==> src/rtl/b_mem_loader.sv <==
// rtl/b_mem_loader.sv - programmable bias bank loaded from a word stream, atomic commit
module b_mem_loader #(
  parameter int WIDTH  = 32,
  parameter int N_G_L2 = 3,
  parameter int N_G_L3 = 9,
  parameter int N_D_L2 = 3,
  parameter int N_D_L3 = 1,
  localparam int TOTAL = N_G_L2 + N_G_L3 + N_D_L2 + N_D_L3,
  localparam int CW    = $clog2(TOTAL) + 1
) (
  input  logic                     clk,
  input  logic                     rst,
  input  logic                     start,
  input  logic                     abort,
  input  logic [WIDTH-1:0]         in_data,
  input  logic                     in_valid,
  output logic                     in_ready,
  output logic                     busy,
  output logic                     done,
  output logic [CW-1:0]            word_cnt,
  output logic [N_G_L2*WIDTH-1:0]  bg2,
  output logic [N_G_L3*WIDTH-1:0]  bg3,
  output logic [N_D_L2*WIDTH-1:0]  bd2,
  output logic [N_D_L3*WIDTH-1:0]  bd3
);

  typedef enum logic [1:0] {IDLE, LOAD, COMMIT} state_t;

  state_t state, next_state;
  logic accept;
  logic [WIDTH-1:0] shadow [TOTAL];
  logic [WIDTH-1:0] active [TOTAL];

  always_ff @(posedge clk) begin
    if (rst) state <= IDLE;
    else     state <= next_state;
  end

  always_comb begin
    next_state = state;
    in_ready   = 1'b0;
    busy       = 1'b0;
    accept     = 1'b0;
    case (state)
      IDLE: begin
        if (start) next_state = LOAD;
      end
      LOAD: begin
        in_ready = 1'b1;
        busy     = 1'b1;
        if (abort) begin
          next_state = IDLE;
        end else if (in_valid) begin
          accept = 1'b1;
          if (word_cnt == CW'(TOTAL - 1)) next_state = COMMIT;
        end
      end
      COMMIT: begin
        busy       = 1'b1;
        next_state = IDLE;
      end
      default: next_state = IDLE;
    endcase
  end

  // Shadow fills beat by beat; active only ever changes in the single COMMIT cycle.
  always_ff @(posedge clk) begin
    if (rst) begin
      word_cnt <= '0;
      done     <= 1'b0;
      for (int i = 0; i < TOTAL; i++) begin
        shadow[i] <= '0;
        active[i] <= '0;
      end
    end else begin
      done <= (state == COMMIT);
      if (state == IDLE && start) word_cnt <= '0;
      if (accept) begin
        word_cnt <= word_cnt + CW'(1);
        for (int i = 0; i < TOTAL; i++)
          if (word_cnt == CW'(i)) shadow[i] <= in_data;
      end
      if (state == COMMIT)
        for (int i = 0; i < TOTAL; i++) active[i] <= shadow[i];
    end
  end

  for (genvar i = 0; i < N_G_L2; i++) begin : g_bg2
    assign bg2[i*WIDTH +: WIDTH] = active[i];
  end
  for (genvar i = 0; i < N_G_L3; i++) begin : g_bg3
    assign bg3[i*WIDTH +: WIDTH] = active[N_G_L2 + i];
  end
  for (genvar i = 0; i < N_D_L2; i++) begin : g_bd2
    assign bd2[i*WIDTH +: WIDTH] = active[N_G_L2 + N_G_L3 + i];
  end
  for (genvar i = 0; i < N_D_L3; i++) begin : g_bd3
    assign bd3[i*WIDTH +: WIDTH] = active[N_G_L2 + N_G_L3 + N_D_L2 + i];
  end

endmodule

==> config.mk <==
export PLATFORM = sky130hd
export DESIGN_NAME = b_mem_loader
export DESIGN_NICKNAME = d
export VERILOG_FILES = /design/src/rtl/b_mem_loader.sv
export SDC_FILE = /design/constraint.sdc
export NUM_CORES = 1
export LEC_CHECK = 0
export ABC_AREA = 1
export BUFFER_PORTS_ARGS = -buffer_cell sky130_fd_sc_hd__buf_2
export CAP_MARGIN = 20
export CORE_UTILIZATION = 61
export CTS_CLUSTER_SIZE = 8
export DETAILED_ROUTE_END_ITERATION = 10
export PLACE_DENSITY = 0.85
export SKIP_CTS_REPAIR_TIMING = 1
export SYNTH_ARGS = -nofsm -noshare
export SYNTH_HDL_FRONTEND = slang
export SYNTH_SLANG_ARGS = --single-unit
export TNS_END_PERCENT = 5
==> constraint.sdc <==
create_clock -name clk -period 32.8 [get_ports clk]
set_input_delay 4.92 -clock clk [delete_from_list [all_inputs] [get_ports clk]]
set_output_delay 4.92 -clock clk [all_outputs]
set_load 0.005 [all_outputs]
; ---- Yosys cells after proc, flatten, opt, wreduce, memory -nomap -nowiden
; Memory sizes are Yosys's and may differ from the RTL's.
; Cells that the tools add are included.
; W data, S select, Z words.
[op_classes]
addsub = 1
mul = 0
n_div = 0
magnitude_cmp = 0
n_eq_ne = 20
shifts = 0
muxes = 113
bitwise_logic = 32
reduce_logical = 6
[ops]
columns = op, count
row1 = $mux W32, 32
row2 = $mux W1, 74
row3 = $eq A5 B4 Y1 const B, 8
row4 = $or A1 B1 Y1, 32
row5 = $eq A5 B3 Y1 const B, 4
row6 = $eq A5 B2 Y1 const B, 2
row7 = $mux W5, 2
row8 = $mux W2, 4
row9 = $ne A3 B3 Y1 const B, 2
row10 = $add A5 B1 Y5 const B, 1
row11 = $eq A5 B1 Y1 const B, 1
row12 = $logic_not A5 Y1, 1
row13 = $pmux W2 S2, 1
row14 = $reduce_and A3 Y1, 1
row15 = $eq A2 B1 Y1 const B, 1
row16 = $eq A2 B2 Y1 const B, 1
row17 = $logic_not A2 Y1, 1
row18 = $ne A2 B2 Y1 const B, 1
row19 = $reduce_bool A2 Y1, 1
row20 = $reduce_or A2 Y1, 1
row21 = $logic_and A1 B1 Y1, 1
[word_totals]
register_bits = 8
latch_bits = 0
mem_bits_rw = 1024
rom_bits = 0
input_bits = 37
word_cells = 177
mem_count = 2
[memory_table]
columns = memory, words, word_bits, rd, rd_ports_with_merged_regs, write_ports, line
row1 = active, 16, 32, 16, 0, 16, 32  ; logic [WIDTH-1:0] active [TOTAL];
row2 = shadow, 16, 32, 16, 0, 16, 31  ; logic [WIDTH-1:0] shadow [TOTAL];

; ---- Depth between registers and ports, before layout
; Gate-level depths: netlist of the first run.
[depth]
word_depth = 7
depth_mapped = 9
ltp_nobuf = 9

; ---- Least setup slack after synthesis of the first run
; No wires, ideal clock.
[synth_timing]
kind = input to register
startpoint = in rst
endpoint = mem active[0][0] (enable)
setup_ns = 3.625
arrival_time_ns = 13.868
required_time_ns = 29.175
path_slack_ns = 15.307
path_stages = 4
n_path_buf = 2
path_cell_list = inv_1 clkbuf_1 clkbuf_1 nand2_1
[synth_lines]
columns = item, line
row1 = "start, declared", 12  ; input logic rst,
row2 = "end, declared", 32

==> flow_metrics.py, run 1 <==
metrics = {
    "timing": {
        "min_period_ps": 8287,
        "period_share": 0.2527,
        "fmax_mhz": 120.7,
        "skew_ps": 22.85,
        "setup_viol": 0,
        "finalHoldViolCount": 0,
        "rsz0062_at_grt": "false",
        "tightest_slew_ps": 1134,
        "max_slew_margin": 0.2441,
        "tns_ps": 0,
        "slew_viol_final": 0,
    },
    "logic_synthesis": {
        "syn_area_mm2": 0.03729,
        "synth_cell_types": 21,
        "yosys.area.top_type": "edfxtp_1",
        "netlist_instances": 2666,
        "synthMuxAreaShare": 0,
        "synth-compound-area-share": 0.001812,
        "seq_area_frac_synth": 0.8288,
        "synth-edff-count": 1024,
        "netlist.area_leader.share": 0.8245,
        "synthXorXnorAreaFrac": 0,
        "yosys-top-cells-area": "edfxtp_1 (82%), nor2_1 (8.7%), inv_1 (5.6%)",
        "synth_flop_cell": "edfxtp_1",
        "synth-simple-area-share": 0.09485,
        "synth.avg_cell_area_um2": 13.99,
        "synthAdderAreaFrac": 0.003020,
        "synth-seq-cells": 1032,
        "ys_warn_count": 0,
        "syn_nets": 2712,
        "synth_top_family_by_area": "simple AND/OR/NAND/NOR gates",
        "ys_async_sr_fraction": 0,
    },
    "route": {
        "vias": 22486,
        "dr.pass1.iters": 6,
        "routed_wl_mm": 97.14,
        "via_per_inst": 5.486,
        "drt_iter0_markers": 2846,
        "drc_errors": 0,
        "wire_per_inst_um": 23.70,
        "drtAntennaViolNets": 0,
    },
    "floorplan": {
        "core-area_mm2": 0.06036,
        "dieArea_mm2": 0.06213,
        "die_y_um": 249.3,
        "die_x_um": 249.3,
        "start_util": 0.6179,
        "rows": 90,
        "io_pins": 557,
    },
    "power_and_ir_drop": {
        "p_leak_nw": 19.07,
        "swShare": 0.2171,
        "clockPowerShare": 0.440,
        "cellInternalPower_mw": 2.405,
        "p_per_area_mw_per_mm2": 68.47,
        "total_power_mw": 3.072,
        "power_frac_seq": 0.512,
        "pwr-share-comb": 0.048,
        "peakVddDrop_mv": 0.05020,
        "power.switching_uw": 667.1,
    },
    "worst_setup_path": {
        "start_kind": "input port",
        "end_kind": "flip-flop",
        "crit_type": "input port to flip-flop",
        "critPathArrivalTime_ps": 8610,
        "crit_required_ps": 33130,
        "cp_max_fo": 99,
    },
    "placed_design": {
        "hpwlAfterDp_mm": 57.51,
        "routabilityCongestion": 0.8403,
        "portBuffers": 556,
    },
    "global_route": {
        "track_usage": 0.3118,
        "grt_max_degree": 142,
        "antenna_found_initial": 1,
        "gr-total-overflow": 0,
        "grt_pass1_wl_mm": 138.7,
        "grt_pass1_vias": 22505,
    },
    "final_layout": {
        "finalNetCount": 3338,
        "nFillCells": 3278,
        "multiInputGateArea_mm2": 0.003794,
        "layout_common_cells": "edfxtp_1 (1024), nor2_1 (863), inv_1 (557), buf_2 (555), clkbuf_16 (152)",
        "drive_above_1_share": 0.2310,
        "regArea_mm2": 0.03091,
        "final_common_cell": "edfxtp_1",
        "syn_to_final_growth_pct": 20.31,
    },
    "clock_tree": {
        "path_clk_slew_ps": 50,
        "clk_latency_ps": 720,
        "clock-sinks": 1032,
        "clock-root-buffer": "clkbuf_16",
        "htreeDepth": 4,
        "cts_tree": "built",
        "cts.path.max_buffers": 3,
        "numCtsBuffers": 147,
    },
    "outcome": {
        "status": "complete, no violations",
    },
    "job": {
        "cap_violations": 0,
    },
    "worst_hold_path": {
        "hp-class": "flip-flop to flip-flop",
    },
}
==> flip-flops by register name (all words and copies together), names as in the netlist <==
name	cells
done	1
shadow	512
state	2
word_cnt	5
active	512
==> cell usage after synthesis (2+ instances only) <==
cell type,count
clkinv_1,22
o21ai_0,2
nand2_2,4
nand2_1,49
edfxtp_1,1024
buf_2,76
ha_1,9
clkbuf_1,21
dfxtp_1,8
a21oi_1,7
nand3_1,9
nor2_1,863
inv_1,558
o31ai_1,3
buf_1,5
==> cell type report <==
cell class              count  area share
well taps                 782     0.02181
clock buffers             162     0.08561
flip-flops and latches   1032      0.6889
repair buffers            580     0.06662
inverters                 580     0.04869
diodes                      1  0.00005577
multi-input cells         951     0.08455
clock inverters            11    0.003792
==> routing by layer <==
layer | vias to the layer above | GRT usage | part of all wire
met3 | 307 | 0.06635 | 0.094
met5 | - | 0 | 0
li1 | 9702 | - | -
met1 | 10898 | 0.3724 | 0.34
met4 | 0 | 0.1838 | 0.057
met2 | 1579 | 0.5258 | 0.51
==> worst max-delay path: stages <==
cell and delay, ps:
buf_6 540, inv_2 540, nand2_4 740, buf_4 820
buf_4 910
==> through the flow <==
step / instances / cell area, um^2 / setup slack [ps] / hold slack [ps] / util
after floorplan: 2666 / 37290 / 15310 / 455.9 / -
after global placement: 3924 / 40830 / 23670 / 468.0 / 0.6764
after detailed placement: 3924 / 40830 / 23570 / 482.3 / 0.6764
after CTS: 4097 / 44840 / 24300 / 502.0 / 0.7429
after global routing: 4099 / 44870 / 24250 / 519.0 / 0.7434
final: 4099 / 44870 / 24510 / 508.1 / 0.7434
==> worst paths after layout <==
check	end	startpoint	depth (start not counted)	slack [ps]
worst min register to register	state[0]	state[0]	2	510
worst max register to register	active[0][68]	state[0]	6	29310
worst min-delay path	state[0]	state[0]	2	510
worst max-delay path	active[0][68]	rst	5	24510
==> cells by family (layout without fill, tap and decap cells) <==
| group | count (synthesis) | count (layout) |
|---|---|---|
| simple gates | 930 | 930 |
| compound gates | 12 | 12 |
| buf+inv | 683 | 1333 |
| fa+ha+maj | 9 | 9 |
| flops | 1032 | 1032 |
| other cells | 0 | 1 |
==> power groups by stage <==
stage / clock (mW) / sequential (mW) / combinational, mW
2_1_floorplan: 0 / 1.61 / 0.0587
3_3_place_gp: 0 / 1.59 / 0.138
3_5_place_dp: 0 / 1.59 / 0.144
4_1_cts: 1.35 / 1.57 / 0.148
5_1_grt: 1.41 / 1.58 / 0.158
6_report: 1.35 / 1.57 / 0.148
Power figures use the tool's default switching activity.
==> inputs of run 2 (changes only) <==
CORE_UTILIZATION = 57   (was 61)
PLACE_DENSITY = 0.8   (was 0.85)
clock period = 8 ns   (was 32.8 ns; I/O delays follow)
==> run 2 against run 1 <==
Net effect: critical path type is now flip-flop to flip-flop; largest cell class unchanged; flip-flop and latch count is the same; largest power group unchanged; total power grew to 4.1 times the previous value; sequential share of layout area shrank 0.25 points; final cell count grew 2.2%; critical endpoint is now shadow[0][1]; clock power grew to 4.1 times the previous value; die area grew 7.0%; first-iteration DRC count shrank 13%; sequential power grew to 4.1 times the previous value.
==> flow_metrics.py, run 2 (synthesized netlist as in run 1, its figures left out) <==
metrics = {
    "power_and_ir_drop": {
        "cellInternalPower_mw": 9.807,
        "pwr-share-comb": 0.048,
        "peakVddDrop_mv": 0.1916,
        "p_per_area_mw_per_mm2": 279.0,
        "power_frac_seq": 0.513,
        "p_leak_nw": 19.07,
        "swShare": 0.2195,
        "total_power_mw": 12.57,
        "power.switching_mw": 2.758,
        "clockPowerShare": 0.439,
    },
    "route": {
        "drtAntennaViolNets": 0,
        "routed_wl_mm": 93.88,
        "via_per_inst": 5.239,
        "drc_errors": 0,
        "dr.pass1.iters": 6,
        "vias": 21943,
        "drt_iter0_markers": 2462,
        "wire_per_inst_um": 22.42,
    },
    "worst_hold_path": {
        "hp-class": "flip-flop to flip-flop",
        "min_to": "state[1]",
        "holdPathStages": 2,
        "hold_start": "state[1]",
    },
    "floorplan": {
        "die_x_um": 257.8,
        "rows": 93,
        "core-area_mm2": 0.06458,
        "dieArea_mm2": 0.06645,
        "io_pins": 557,
        "die_y_um": 257.8,
        "start_util": 0.5775,
    },
    "timing": {
        "tightest_slew_ps": 1217,
        "setup_viol": 0,
        "min_period_ps": 3486,
        "tns_ps": 0,
        "rsz0062_at_grt": "false",
        "finalHoldViolCount": 0,
        "slew_viol_final": 0,
        "max_slew_margin": 0.1888,
        "period_share": 0.4357,
        "fmax_mhz": 286.9,
        "worst_slack_ps": 4514,
        "skew_ps": 40.40,
    },
    "clock_tree": {
        "clk_latency_ps": 730,
        "cts.path.max_buffers": 3,
        "cts_tree": "built",
        "clock-sinks": 1032,
        "numCtsBuffers": 147,
        "htreeDepth": 4,
        "path_clk_slew_ps": 50,
        "clock-root-buffer": "clkbuf_16",
    },
    "worst_setup_path": {
        "rr_worst_depth": 6,
        "crit_chain": "inv_1 -> ha_1 -> nand3_2 -> nor2_1 -> nand2_2 -> nand2_2",
        "rrSetupSlack_ps": 4510,
        "critPathArrivalTime_ps": 3810,
        "cp_slowest_cell": "nand2_2",
        "cp_max_fo": 33,
        "crit_required_ps": 8320,
        "crit_top_cell": "nand2_2",
        "crit_family": "simple AND/OR/NAND/NOR gates",
        "crit_type": "flip-flop to flip-flop",
        "cp_num_buf_inv": 1,
        "start_kind": "flip-flop",
        "cpPeakStageDelay_ps": 910,
        "r2r_start": "state[1]",
        "end_kind": "flip-flop",
        "r2r-end": "shadow[0][1]",
    },
    "final_layout": {
        "nFillCells": 4045,
        "final_common_cell": "edfxtp_1",
        "layout_common_cells": "edfxtp_1 (1024), nor2_1 (863), inv_1 (557), buf_2 (555), clkbuf_16 (148)",
        "finalNetCount": 3335,
        "final_area_mm2": 0.04503,
        "syn_to_final_growth_pct": 20.75,
        "fin_util": 0.6973,
        "reg_top3": "active: 512 flops, shadow: 512 flops, word_cnt: 5 flops",
        "drive_above_1_share": 0.2306,
    },
    "global_route": {
        "grt_pass1_vias": 21758,
        "antenna_found_initial": 2,
        "gr-total-overflow": 0,
        "grt_max_degree": 239,
        "track_usage": 0.2820,
        "grt_pass1_wl_mm": 135.3,
    },
    "placed_design": {
        "hpwlAfterDp_mm": 56.31,
        "post-place-ws_ps": 3671,
        "routabilityCongestion": 0.8371,
        "portBuffers": 556,
        "placed_cell_area_mm2": 0.04095,
    },
    "job": {
        "cap_violations": 0,
    },
    "outcome": {
        "status": "complete, no violations",
    },
}
## run 2: cell types whose count changed in the layout (fill, tap and decap cells not counted), sizes merged
cell / before / now
bufinv: 1 / 0
diode: 1 / 2
clkbuf: 162 / 176
inv: 562 / 566
clkinv: 28 / 29
buf: 580 / 577
## run 2: how the worst max path moves through the flow
stage                   from             end  slack, ps  cells past startpoint
finish              state[1]    shadow[0][1]       4510                      6
global route        state[1]    shadow[0][1]       4340                      6
CTS                      rst  active[0][237]       4410                      4
detailed placement       rst   active[1][43]       3670                      4
global placement         rst  active[0][198]       3720                      4
floorplan                rst    active[0][0]       2350                      4
## run 2: power by group through the flow
stage | clock network (mW) | registers [mW] | logic [mW]
finish | 5.52 | 6.44 | 0.600
global route | 5.78 | 6.46 | 0.648
CTS | 5.56 | 6.44 | 0.602
detailed placement | 0 | 6.53 | 0.589
global placement | 0 | 6.53 | 0.568
floorplan | 0 | 6.53 | 0.241
## run 2: area by class of cell
class / count / area (um^2) / area share
antenna: 2 / 5.005 / 0.0001111
clock buffer: 176 / 3809 / 0.08458
clock inverter: 15 / 239.0 / 0.005307
inverter: 580 / 2185 / 0.04851
multi-input combinational: 951 / 3810 / 0.08461
sequential: 1032 / 30910 / 0.6864
tap: 855 / 1070 / 0.02376
timing repair buffer: 577 / 3004 / 0.06671
## run 2: stage by stage
step / hold slack (ps) / std cells
2_1_floorplan: 455.9 / 2666
3_3_place_gp: 468.6 / 3994
3_5_place_dp: 488.2 / 3994
4_1_cts: 496.6 / 4185
5_1_grt: 511.0 / 4188
6_report: 507.1 / 4188
## run 2: metal layers
metal | routed length (um) | track usage | share of wire | up-vias
met4 | 4380 | 0.1435 | 0.047 | 0
li1 | - | - | - | 9708
met2 | 47230 | 0.4676 | 0.50 | 1337
met5 | 0 | 0 | 0 | -
met1 | 34260 | 0.3529 | 0.36 | 10658
met3 | 8010 | 0.06066 | 0.085 | 240
## run 2: tightest hold or removal path: stages, from the launching register on
cell and delay [ps]:
dfxtp_1 330, nand2_1 80, a21oi_1 50
